[config.mk]
export PLATFORM = sky130hd
export DESIGN_NAME = alu_result_stage
export DESIGN_NICKNAME = d
export VERILOG_FILES = /design/src/rtl/alu_result_stage.sv
export SDC_FILE = /design/constraint.sdc
export NUM_CORES = 1
export LEC_CHECK = 0
export CORE_UTILIZATION = 38
export CTS_CLUSTER_SIZE = 16
export DETAILED_ROUTE_END_ITERATION = 8
export PLACE_DENSITY_LB_ADDON = 0.12
export SETUP_SLACK_MARGIN = 0.15
export SLEW_MARGIN = 40
export SYNTH_ARGS = -nofsm -noshare
export SYNTH_HDL_FRONTEND = slang
export SYNTH_SLANG_ARGS = --single-unit
[constraint.sdc]
create_clock -name clock -period 2 [get_ports clock]
set_input_delay 0.4 -clock clock [delete_from_list [all_inputs] [get_ports clock]]
set_output_delay 0.4 -clock clock [all_outputs]
set_load 0.005 [all_outputs]
[src/rtl/alu_result_stage.sv]
// alu_result_stage: EX->MEM stage with a 2-entry skid buffer and a precise overflow trap.
// Define OVF_TRAP_EN to enable the overflow trap and its RUN/TRAP FSM.
module alu_result_stage #(
  parameter int WIDTH = 32,
  parameter int RW = 5
) (
  input  logic             clock,
  input  logic             reset,
  input  logic             in_valid,
  output logic             in_ready,
  input  logic [WIDTH-1:0] in_aluout,
  input  logic             in_overflow,
  input  logic             in_unsig,
  input  logic [RW-1:0]    in_rd,
  input  logic             in_regwrite,
  input  logic [WIDTH-1:0] in_pc,
  output logic             out_valid,
  input  logic             out_ready,
  output logic [WIDTH-1:0] out_aluout,
  output logic [RW-1:0]    out_rd,
  output logic             out_regwrite,
  output logic             exc_valid,
  output logic [WIDTH-1:0] exc_pc,
  input  logic             exc_ack
);
  typedef struct packed {
    logic [WIDTH-1:0] aluout;
    logic [RW-1:0]    rd;
    logic             regwrite;
  } entry_t;
  logic [1:0] count;
  entry_t head, tail, new_e;
  logic accept, trap, push, pop, run;
  assign new_e = '{aluout: in_aluout, rd: in_rd, regwrite: in_regwrite};
  assign out_valid = count != 2'd0;
  assign {out_aluout, out_rd, out_regwrite} = head;
  assign accept = in_valid & in_ready;
  assign push = accept & ~trap;
  assign pop = out_valid & out_ready;
  assign in_ready = (count < 2'd2) & run & reset;
`ifdef OVF_TRAP_EN
  typedef enum logic {RUN, TRAP} state_t;
  state_t state, state_next;
  assign trap = accept & in_overflow & ~in_unsig;
  always_ff @(posedge clock) begin
    if (!reset) begin
      state <= RUN;
      exc_pc <= '0;
    end else begin
      state <= state_next;
      if (trap) exc_pc <= in_pc;
    end
  end
  always_comb begin
    state_next = state;
    if (state == RUN && trap) state_next = TRAP;
    else if (state == TRAP && exc_ack) state_next = RUN;
  end
  always_comb begin
    run = state == RUN;
    exc_valid = state == TRAP;
  end
`else
  logic unused;
  assign unused = &{1'b0, in_overflow, in_unsig, in_pc, exc_ack};
  assign trap = 1'b0;
  assign run = 1'b1;
  assign exc_valid = 1'b0;
  assign exc_pc = '0;
`endif
  // The head slot always holds the oldest entry; a pop shifts the tail forward.
  always_ff @(posedge clock) begin
    if (!reset) begin
      count <= 2'd0;
      head <= '0;
      tail <= '0;
    end else begin
      count <= count + 2'(push) - 2'(pop);
      if (pop) head <= (count == 2'd2) ? tail : new_e;
      else if (push && count == 2'd0) head <= new_e;
      if (push && !pop && count == 2'd1) tail <= new_e;
    end
  end
endmodule

==> results of run 1 <==
[power by group]
| group | leakage (nW) | internal [mW] | switching, mW |
|---|---|---|---|
| combinational | 0.938 | 1.14 | 0.819 |
| clock | 0.102 | 0.737 | 0.575 |
| sequential | 0.638 | 1.88 | 0.203 |
| total | 1.68 | 3.76 | 1.60 |
[worst min-delay path, stage by stage, from the launching register on]
cell and delay, ns:
dfxtp_1 0.31, nand2_1 0.05, a21boi_1 0.05
[cells by family (layout without fill, tap and decap cells)]
family / count (synthesis) / after routing
flops: 78 / 78
compound gates: 117 / 117
xor+xnor: 2 / 2
other cells: 1 / 33
buf+inv: 65 / 114
fa+ha+maj: 3 / 3
simple gates: 86 / 86
[path summary, 6_finish.rpt]
check,start,to,slack (ns),depth (start not counted)
max,count[1],count[1],0.33,8
max reg2reg,count[1],count[1],0.33,8
min reg2reg,tail[25],tail[25],0.46,2
min,tail[25],tail[25],0.46,2
[area by class of cell]
cell class                      instances  area share
Clock buffer                           11      0.0314
Clock inverter                          5      0.0184
Inverter                                3     0.00250
Multi-Input combinational cell        241       0.349
Sequential cell                        78       0.349
Tap cell                              108      0.0300
Timing Repair Buffer                   95       0.219
[registers in the layout, indices dropped and copies added, names as in the netlist]
name          flops
out_aluout       32
tail             38
count             2
out_rd            5
out_regwrite      1
[per-layer routing]
metal	part of all wire	vias up	track usage
li1	-	1320	-
met1	0.46	1250	0.207
met2	0.47	71	0.264
met3	0.054	9	0.0571
met4	0.013	0	0.0494
met5	0	-	0
[cells in the mapped netlist, drive strengths merged]
master  number
clkbuf      11
buf         51
and3b        1
o21ai        2
conb         1
xnor2        2
a21oi        1
a21boi      38
o21a        38
inv          3
o221a       38
nand3b       2
ha           3
nand2       78
nor3b        1
and2         2
and2b        1
dfxtp       78
or2          1
[metrics by stage]
step	total power, mW	area (um2)
final	5.36	4500
after floorplan	3.10	3540
after global placement	4.08	4270
after detailed placement	4.11	4270
after global routing	5.68	4500
after CTS	5.44	4490
==> impl_metrics.json, run 1 <==
{
  "grt_pass1_vias": 2496,
  "violations": "DRC",
  "cts_buffer_depth": 2,
  "final_cell_mix": "nand2_1 (78), clkdlybuf4s50_1 (78), dfxtp_1 (76)",
  "ir_drop_uv": 618,
  "vias_per_cell": 4.90,
  "drt-initial-drc-count": 110,
  "ant_nets": 0,
  "die_w_um": 96.6,
  "cts.repair.resized": 4,
  "postCtsHoldBufs": 0,
  "period_needed_ns": 1.67,
  "path_buf_inv": 1,
  "dp_slack_ns": -0.0196,
  "grt_start_max_net_pins": 79,
  "grt_pass1_wl_um": 12300,
  "final-setup-viol-count": 0,
  "core_um2": 8680,
  "dp.cells": 525,
  "final_cells": 541,
  "cts_setup_buffers": 0,
  "hold_path_class": "register to register",
  "final_nets": 508,
  "multi_input_area_um2": 1570,
  "max_slew_margin": 0.538,
  "yosys.area.top_type_share": 0.459,
  "syn-cell-area_um2": 3400,
  "vias": 2650,
  "finalSetupTns_ns": 0,
  "hold_slack_ns": 0.455,
  "cp_slowest_cell": "dfxtp_4",
  "io_pins": 150,
  "fin_skew_ns": 0.00752,
  "detail_route.first_pass.iterations": 7,
  "finalWorstSetupSlack_ns": 0.332,
  "final_layout_size_suffix_gt1_frac": 0.0831,
  "synth_fa_ha_area_frac": 0.0110,
  "p_leak_nw": 1.68,
  "cp_top_family": "simple AND/OR/NAND/NOR gates",
  "io_buffers": 81,
  "cp-end-kind": "register",
  "synth_top_area_cell": "dfxtp_1",
  "arrival_ns": 1.91,
  "yosys_warnings": 0,
  "root_buffer": "clkbuf_8",
  "antenna_cells": 0,
  "area.sequential_um2": 1570,
  "outcome": "finished, violations left",
  "hold_violations": 0,
  "synth_compound_area_frac": 0.300,
  "gp_congestion": 0.663,
  "path_max_fanout": 8,
  "power_density_nw_per_um2": 1190,
  "cts_buffers": 9,
  "critPathRequiredTime_ns": 2.24,
  "seq_area_frac_synth": 0.459,
  "cap_violations": 0,
  "synth_xor_area_frac": 0.00515,
  "synth_area_leaders": "dfxtp_1 (46%), o221a_1 (13%), nand2_1 (8.6%)",
  "critPathMaxStageDelay_ns": 0.38,
  "drv_slew": 0,
  "grt.overflow.total": 0,
  "yosys.area_share.simple": 0.104,
  "critical_path_class": "register to register",
  "antenna_found_initial": 0,
  "cts.sinks": 78,
  "syn_area_per_cell_um2": 9.66,
  "synthMuxAreaShare": 0,
  "period_share": 0.834,
  "drc": 1,
  "area_delta_synth_final_pct": 32.2,
  "die_h_um": 96.6,
  "utilization": 0.518,
  "crit_chain": "and2b_1 > nand2_1 > ha_1 > inv_1 > ha_1 > xnor2_1 > xnor2_1 > and2_1",
  "wire_per_inst_um": 13.9,
  "rsz0062_at_grt": "no",
  "ys_ff_latch": 78,
  "fillCellCount": 863,
  "hpwl_um": 4750,
  "cts_tree": "done",
  "start_util": 0.392,
  "synth_top_family_by_area": "compound AO/OA/AOI/OAI gates",
  "synthCells": 352,
  "max_freq_mhz": 600,
  "grt_usage": 0.164,
  "start_kind": "register",
  "worst_pin_slew_ns": 0.693,
  "synth_cell_types": 21,
  "wl_um": 7510,
  "h-tree-depth": 3,
  "die_area_um2": 9340,
  "clkLatencyLatePin_ns": 0.34,
  "fp-row-count": 34,
  "clk_pin_slew_ns": 0.08
}
Power figures use the tool's default switching activity.
==> inputs of run 2 (changes only) <==
==> constraint.sdc (replaced) <==
create_clock -name clock -period 1.5 [get_ports clock]
set_input_delay 0.3 -clock clock [delete_from_list [all_inputs] [get_ports clock]]
set_output_delay 0.3 -clock clock [all_outputs]
set_load 0.005 [all_outputs]
==> run 2 against run 1 <==
  * Die area did not move
  * Cell count is 5.4% higher
  * Critical endpoint is now tail[15]
  * Sequential power grew 34%
  * Clock skew down 0.00054 ns
  * Clock power grew 34%
  * First-iteration DRC count fell by 14%
  * Flip-flop and latch count unchanged
  * Wire length grew 17%
  * Combinational power rose by 63%
  * The run ends with setup timing left
  * Critical path type unchanged
  * Non-clock buffer count increased by 30
  * Utilization up 7.4 points
==> impl_metrics.json, run 2 (same netlist as run 1, synthesis figures left out) <==
{
  "h-tree-depth": 3,
  "cts_tree": "done",
  "die_area_um2": 9340,
  "final_nets": 538,
  "wl_um": 8780,
  "drt-initial-drc-count": 95,
  "min_from": "tail[7]",
  "grt_usage": 0.181,
  "r2r_start": "count[1]",
  "hpwl_um": 5000,
  "ant_nets": 0,
  "drc": 0,
  "grt_pass1_wl_um": 13600,
  "vias_per_cell": 4.97,
  "gp_congestion": 0.703,
  "area.sequential_um2": 1600,
  "p_leak_nw": 2.22,
  "hold_violations": 0,
  "violations": "setup timing",
  "final_layout_size_suffix_gt1_frac": 0.312,
  "cp-end-kind": "register",
  "reg2reg_slack_ns": -0.16,
  "maxUsedRoutingLayer": "met4",
  "holdPathEnd": "tail[7]",
  "route.met3.wl_um": 553,
  "period_needed_ns": 1.66,
  "cts_buffer_depth": 2,
  "hold_path_class": "register to register",
  "finalWorstSetupSlack_ns": -0.162,
  "detail_route.first_pass.iterations": 4,
  "power_density_nw_per_um2": 1510,
  "largest-register": "tail",
  "ir_drop_uv": 680,
  "arrival_ns": 1.90,
  "start_kind": "register",
  "antenna_found_initial": 0,
  "cts.sinks": 78,
  "finalSetupTns_ns": -8.52,
  "multi_input_area_um2": 1830,
  "hold_slack_ns": 0.454,
  "r2r_end": "tail[15]",
  "critPathRequiredTime_ns": 1.73,
  "fp-row-count": 34,
  "wl_met2_um": 4150,
  "crit_chain": "and2b_1 > nand2_2 > inv_2 > ha_4 > and3b_2 > buf_4 > clkbuf_16 > nand2_1 > a21boi_1",
  "clkLatencyLatePin_ns": 0.34,
  "period_share": 1.11,
  "drv_slew": 0,
  "fin_area_um2": 5140,
  "critPathMaxStageDelay_ns": 0.38,
  "cts_buffers": 9,
  "root_buffer": "clkbuf_8",
  "critical_path_class": "register to register",
  "max_freq_mhz": 602,
  "vias": 2834,
  "path_max_fanout": 7,
  "die_h_um": 96.6,
  "io_pins": 150,
  "path_depth": 9,
  "path_buf_inv": 3,
  "postPlaceCellArea_um2": 4320,
  "postCtsHoldBufs": 0,
  "largest_register_ffs": 38,
  "rsz0062_at_grt": "yes",
  "fin_skew_ns": 0.00698,
  "wl_met1_um": 4030,
  "outcome": "finished, violations left",
  "start_util": 0.392,
  "cap_violations": 0,
  "io_buffers": 81,
  "grt_pass1_vias": 2645,
  "area_delta_synth_final_pct": 51.1,
  "grt_start_max_net_pins": 45,
  "fillCellCount": 745,
  "wire_per_inst_um": 15.4,
  "final_cell_mix": "nand2_1 (51), dfxtp_1 (51), clkdlybuf4s50_1 (39), dlygate4sd2_1 (39)",
  "cp_slowest_cell": "dfxtp_4",
  "dp.cells": 534,
  "final_cells": 570,
  "grt.overflow.total": 0,
  "final-setup-viol-count": 77,
  "die_w_um": 96.6,
  "antenna_cells": 0,
  "cp_top_family": "simple AND/OR/NAND/NOR gates",
  "clk_pin_slew_ns": 0.07,
  "core_um2": 8680,
  "rr_worst_depth": 9,
  "worstHoldPathCells": 2
}
## run 2: changes by cell type in the layout (fill, tap and decap cells not counted), moves of 17 or more
cell / delta
nand2_1: -27
dfxtp_2: +25
nand2_4: +17
dfxtp_1: -25
dlygate4sd2_1: +38
clkdlybuf4s50_1: -39
## run 2: timing repair
item	4_1_cts	5_1_grt
hold endpoints to repair	0	0
setup buffers	7	7
gates resized for setup	93	73
pin swaps	7	17
gates cloned	4	3
endpoints found under the setup margin	118	80
## run 2: layout make-up
cell class / count / share of cell area
timing repair buffer: 125 / 0.260
sequential: 78 / 0.311
clock inverter: 4 / 0.0136
multi-input combinational: 241 / 0.357
clock buffer: 11 / 0.0295
inverter: 3 / 0.00219
tap: 108 / 0.0263
## run 2: how the worst max path moves through the flow
stage              start             end  slack, ns
5_1_grt         count[1]        tail[29]      -0.25
3_3_place_gp    in_valid  out_aluout[28]      -0.69
4_1_cts         count[1]        count[1]      -0.12
2_1_floorplan      reset        count[1]      -0.21
3_5_place_dp   out_ready        tail[31]      -0.49
6_report        count[1]        tail[15]      -0.16
## run 2: tightest hold or removal path: stages (launching register included)
cell	delay [ns]
dfxtp_1	0.31
nand2_1	0.05
a21boi_1	0.05
## run 2: per-layer routing
layer  vias to the layer above  GRT usage
met5                         -          0
met4                         0     0.0379
met3                         4     0.0585
met2                        94      0.293
met1                      1348      0.236
li1                       1388          -
## run 2: metrics by stage
stage / setup WS (ns) / power [mW] / util
floorplan: -0.206 / 4.16 / -
global placement: -0.688 / 5.46 / 0.495
detailed placement: -0.489 / 5.54 / 0.498
CTS: -0.116 / 7.47 / 0.547
global route: -0.247 / 8.21 / 0.592
finish: -0.162 / 7.76 / 0.592
## run 2: report_power, final
group	internal (mW)	leakage, nW	switching [mW]
sequential	2.56	0.647	0.244
combinational	1.82	1.46	1.38
clock	1.01	0.115	0.746
==> inputs of run 3 (changes only) <==
--- a/config.mk
+++ b/config.mk
@@ -5,7 +5,7 @@
 export SDC_FILE = /design/constraint.sdc
 export NUM_CORES = 1
 export LEC_CHECK = 0
-export CORE_UTILIZATION = 38
+export CORE_UTILIZATION = 42
 export CTS_CLUSTER_SIZE = 16
 export DETAILED_ROUTE_END_ITERATION = 8
 export PLACE_DENSITY_LB_ADDON = 0.12
==> constraint.sdc (replaced) <==
create_clock -name clock -period 1.6 [get_ports clock]
set_input_delay 0.32 -clock clock [delete_from_list [all_inputs] [get_ports clock]]
set_output_delay 0.32 -clock clock [all_outputs]
set_load 0.005 [all_outputs]
==> run 3 against run 2 <==
  * The flow still finishes with violations (setup timing)
  * Utilization increased by 9.1 points
  * Non-clock buffer count increased by 9
  * First-iteration DRC count decreased by 4.2%
  * Total power increased by 4.0%
  * Worst setup slack improved by 0.052 ns
  * Critical endpoint is now count[1]
  * Die area decreased by 9.3%
  * Combinational power increased by 15%
  * Wire length increased by 15%
  * Global-route usage increased by 3.7 points
  * Via count increased by 5.7%
  * Critical path type is now input pin to register
  * Cell count increased by 0.70%
  * Register-to-register slack improved by 0.08 ns
==> impl_metrics.json, run 3 (same netlist as run 1, synthesis figures left out) <==
{
  "ir_drop_uv": 861,
  "final_layout_size_suffix_gt1_frac": 0.305,
  "power_density_nw_per_um2": 1520,
  "vias": 2995,
  "cp-end-kind": "register",
  "root_buffer": "clkbuf_8",
  "io_pins": 150,
  "layout_commonest_cell": "nand2_1",
  "cts.sinks": 78,
  "wire_per_inst_um": 17.5,
  "clk_pin_slew_ns": 0.08,
  "wl_um": 10100,
  "io_buffers": 81,
  "die_h_um": 92,
  "cts_buffers": 9,
  "grt.overflow.total": 0,
  "period_share": 1.07,
  "grt_usage": 0.218,
  "clkLatencyLatePin_ns": 0.34,
  "start_kind": "input pin",
  "area_delta_synth_final_pct": 55.9,
  "h-tree-depth": 3,
  "ant_nets": 0,
  "detail_route.first_pass.iterations": 5,
  "postPlaceCellArea_um2": 4310,
  "final-setup-viol-count": 37,
  "antenna_cells": 0,
  "max_freq_mhz": 585,
  "antenna_found_initial": 0,
  "gp_congestion": 0.712,
  "drc": 0,
  "largest_register_ffs": 38,
  "cap_violations": 0,
  "hpwl_um": 5080,
  "worst_pin_slew_ns": 0.690,
  "fin_skew_ns": 0.00881,
  "largest-register": "tail",
  "rsz0062_at_grt": "yes",
  "start_util": 0.438,
  "hold_violations": 0,
  "period_needed_ns": 1.71,
  "hold_path_class": "register to register",
  "grt_pass1_wl_um": 14300,
  "drt-initial-drc-count": 91,
  "p_leak_nw": 2.25,
  "path_max_fanout": 2,
  "grt_pass1_vias": 2812,
  "arrival_ns": 1.95,
  "grt_start_max_net_pins": 79,
  "violations": "setup timing",
  "core_um2": 7770,
  "critical_path_class": "input pin to register",
  "die_area_um2": 8460,
  "final_cell_mix": "nand2_1 (53), dfxtp_1 (52), clkdlybuf4s50_1 (39), dlygate4sd2_1 (39)",
  "fin_area_um2": 5310,
  "fp-row-count": 32,
  "finalWorstSetupSlack_ns": -0.111,
  "utilization": 0.683,
  "max_slew_margin": 0.540,
  "drv_slew": 0,
  "finalSetupTns_ns": -1.70,
  "final_nets": 548,
  "outcome": "finished, violations left",
  "die_w_um": 92,
  "cts_tree": "done",
  "critPathRequiredTime_ns": 1.84,
  "vias_per_cell": 5.22,
  "cts_buffer_depth": 2
}
-- run 3: critical path, stage by stage --
cell	delay, ns
clkdlybuf4s50_1	0.51
buf_4	0.13
nand2_1	0.06
ha_1	0.30
inv_2	0.05
ha_4	0.16
xnor2_2	0.13
xnor2_1	0.13
and2_1	0.16
-- run 3: layout make-up --
class	instances	area [um2]
flip-flops and latches	78	1600
repair buffers	134	1540
clock inverters	4	95.1
clock buffers	11	141
fillers	626	2460
well taps	102	128
inverters	3	11.3
multi-input cells	242	1790
-- run 3: repair_timing --
action,in CTS,in global routing
pin swaps,18,20
endpoints found under the setup margin,118,80
resized for setup,102,54
gates cloned,7,8
hold buffers,0,0
buffers inserted,9,8
-- run 3: report_power, final --
part	switching, mW	internal (mW)	leakage, nW
logic	1.53	2.14	1.49
registers	0.243	2.39	0.647
clock network	0.692	1.07	0.119
total	2.46	5.60	2.25
-- run 3: metal layers --
metal,part of all wire,track usage,up-vias,wire length (um)
li1,-,-,1410,-
met1,0.42,0.261,1478,4240
met2,0.52,0.384,98,5200
met3,0.052,0.0597,9,523
met4,0.011,0.0560,0,106
met5,0,0,-,0
-- run 3: per-stage QoR --
stage               setup slack [ns]  cells  total power, mW  hold slack [ns]
floorplan                     -0.126    384             3.90            0.435
global placement              -0.513    526             5.05            0.440
detailed placement            -0.430    527             5.19            0.447
CTS                          -0.0430    558             7.58            0.458
global route                  -0.157    574             8.44            0.470
finish                        -0.111    574             8.07            0.455
-- run 3: final timing paths --
| path | slack, ns | depth (start not counted) | endpoint | start |
|---|---|---|---|---|
| worst max-delay path | -0.11 | 9 | count[1] | in_valid |
| worst min-delay path | 0.46 | 2 | tail[4] | tail[4] |
| worst max register to register | -0.08 | 8 | count[1] | count[1] |
| worst min register to register | 0.46 | 2 | tail[4] | tail[4] |
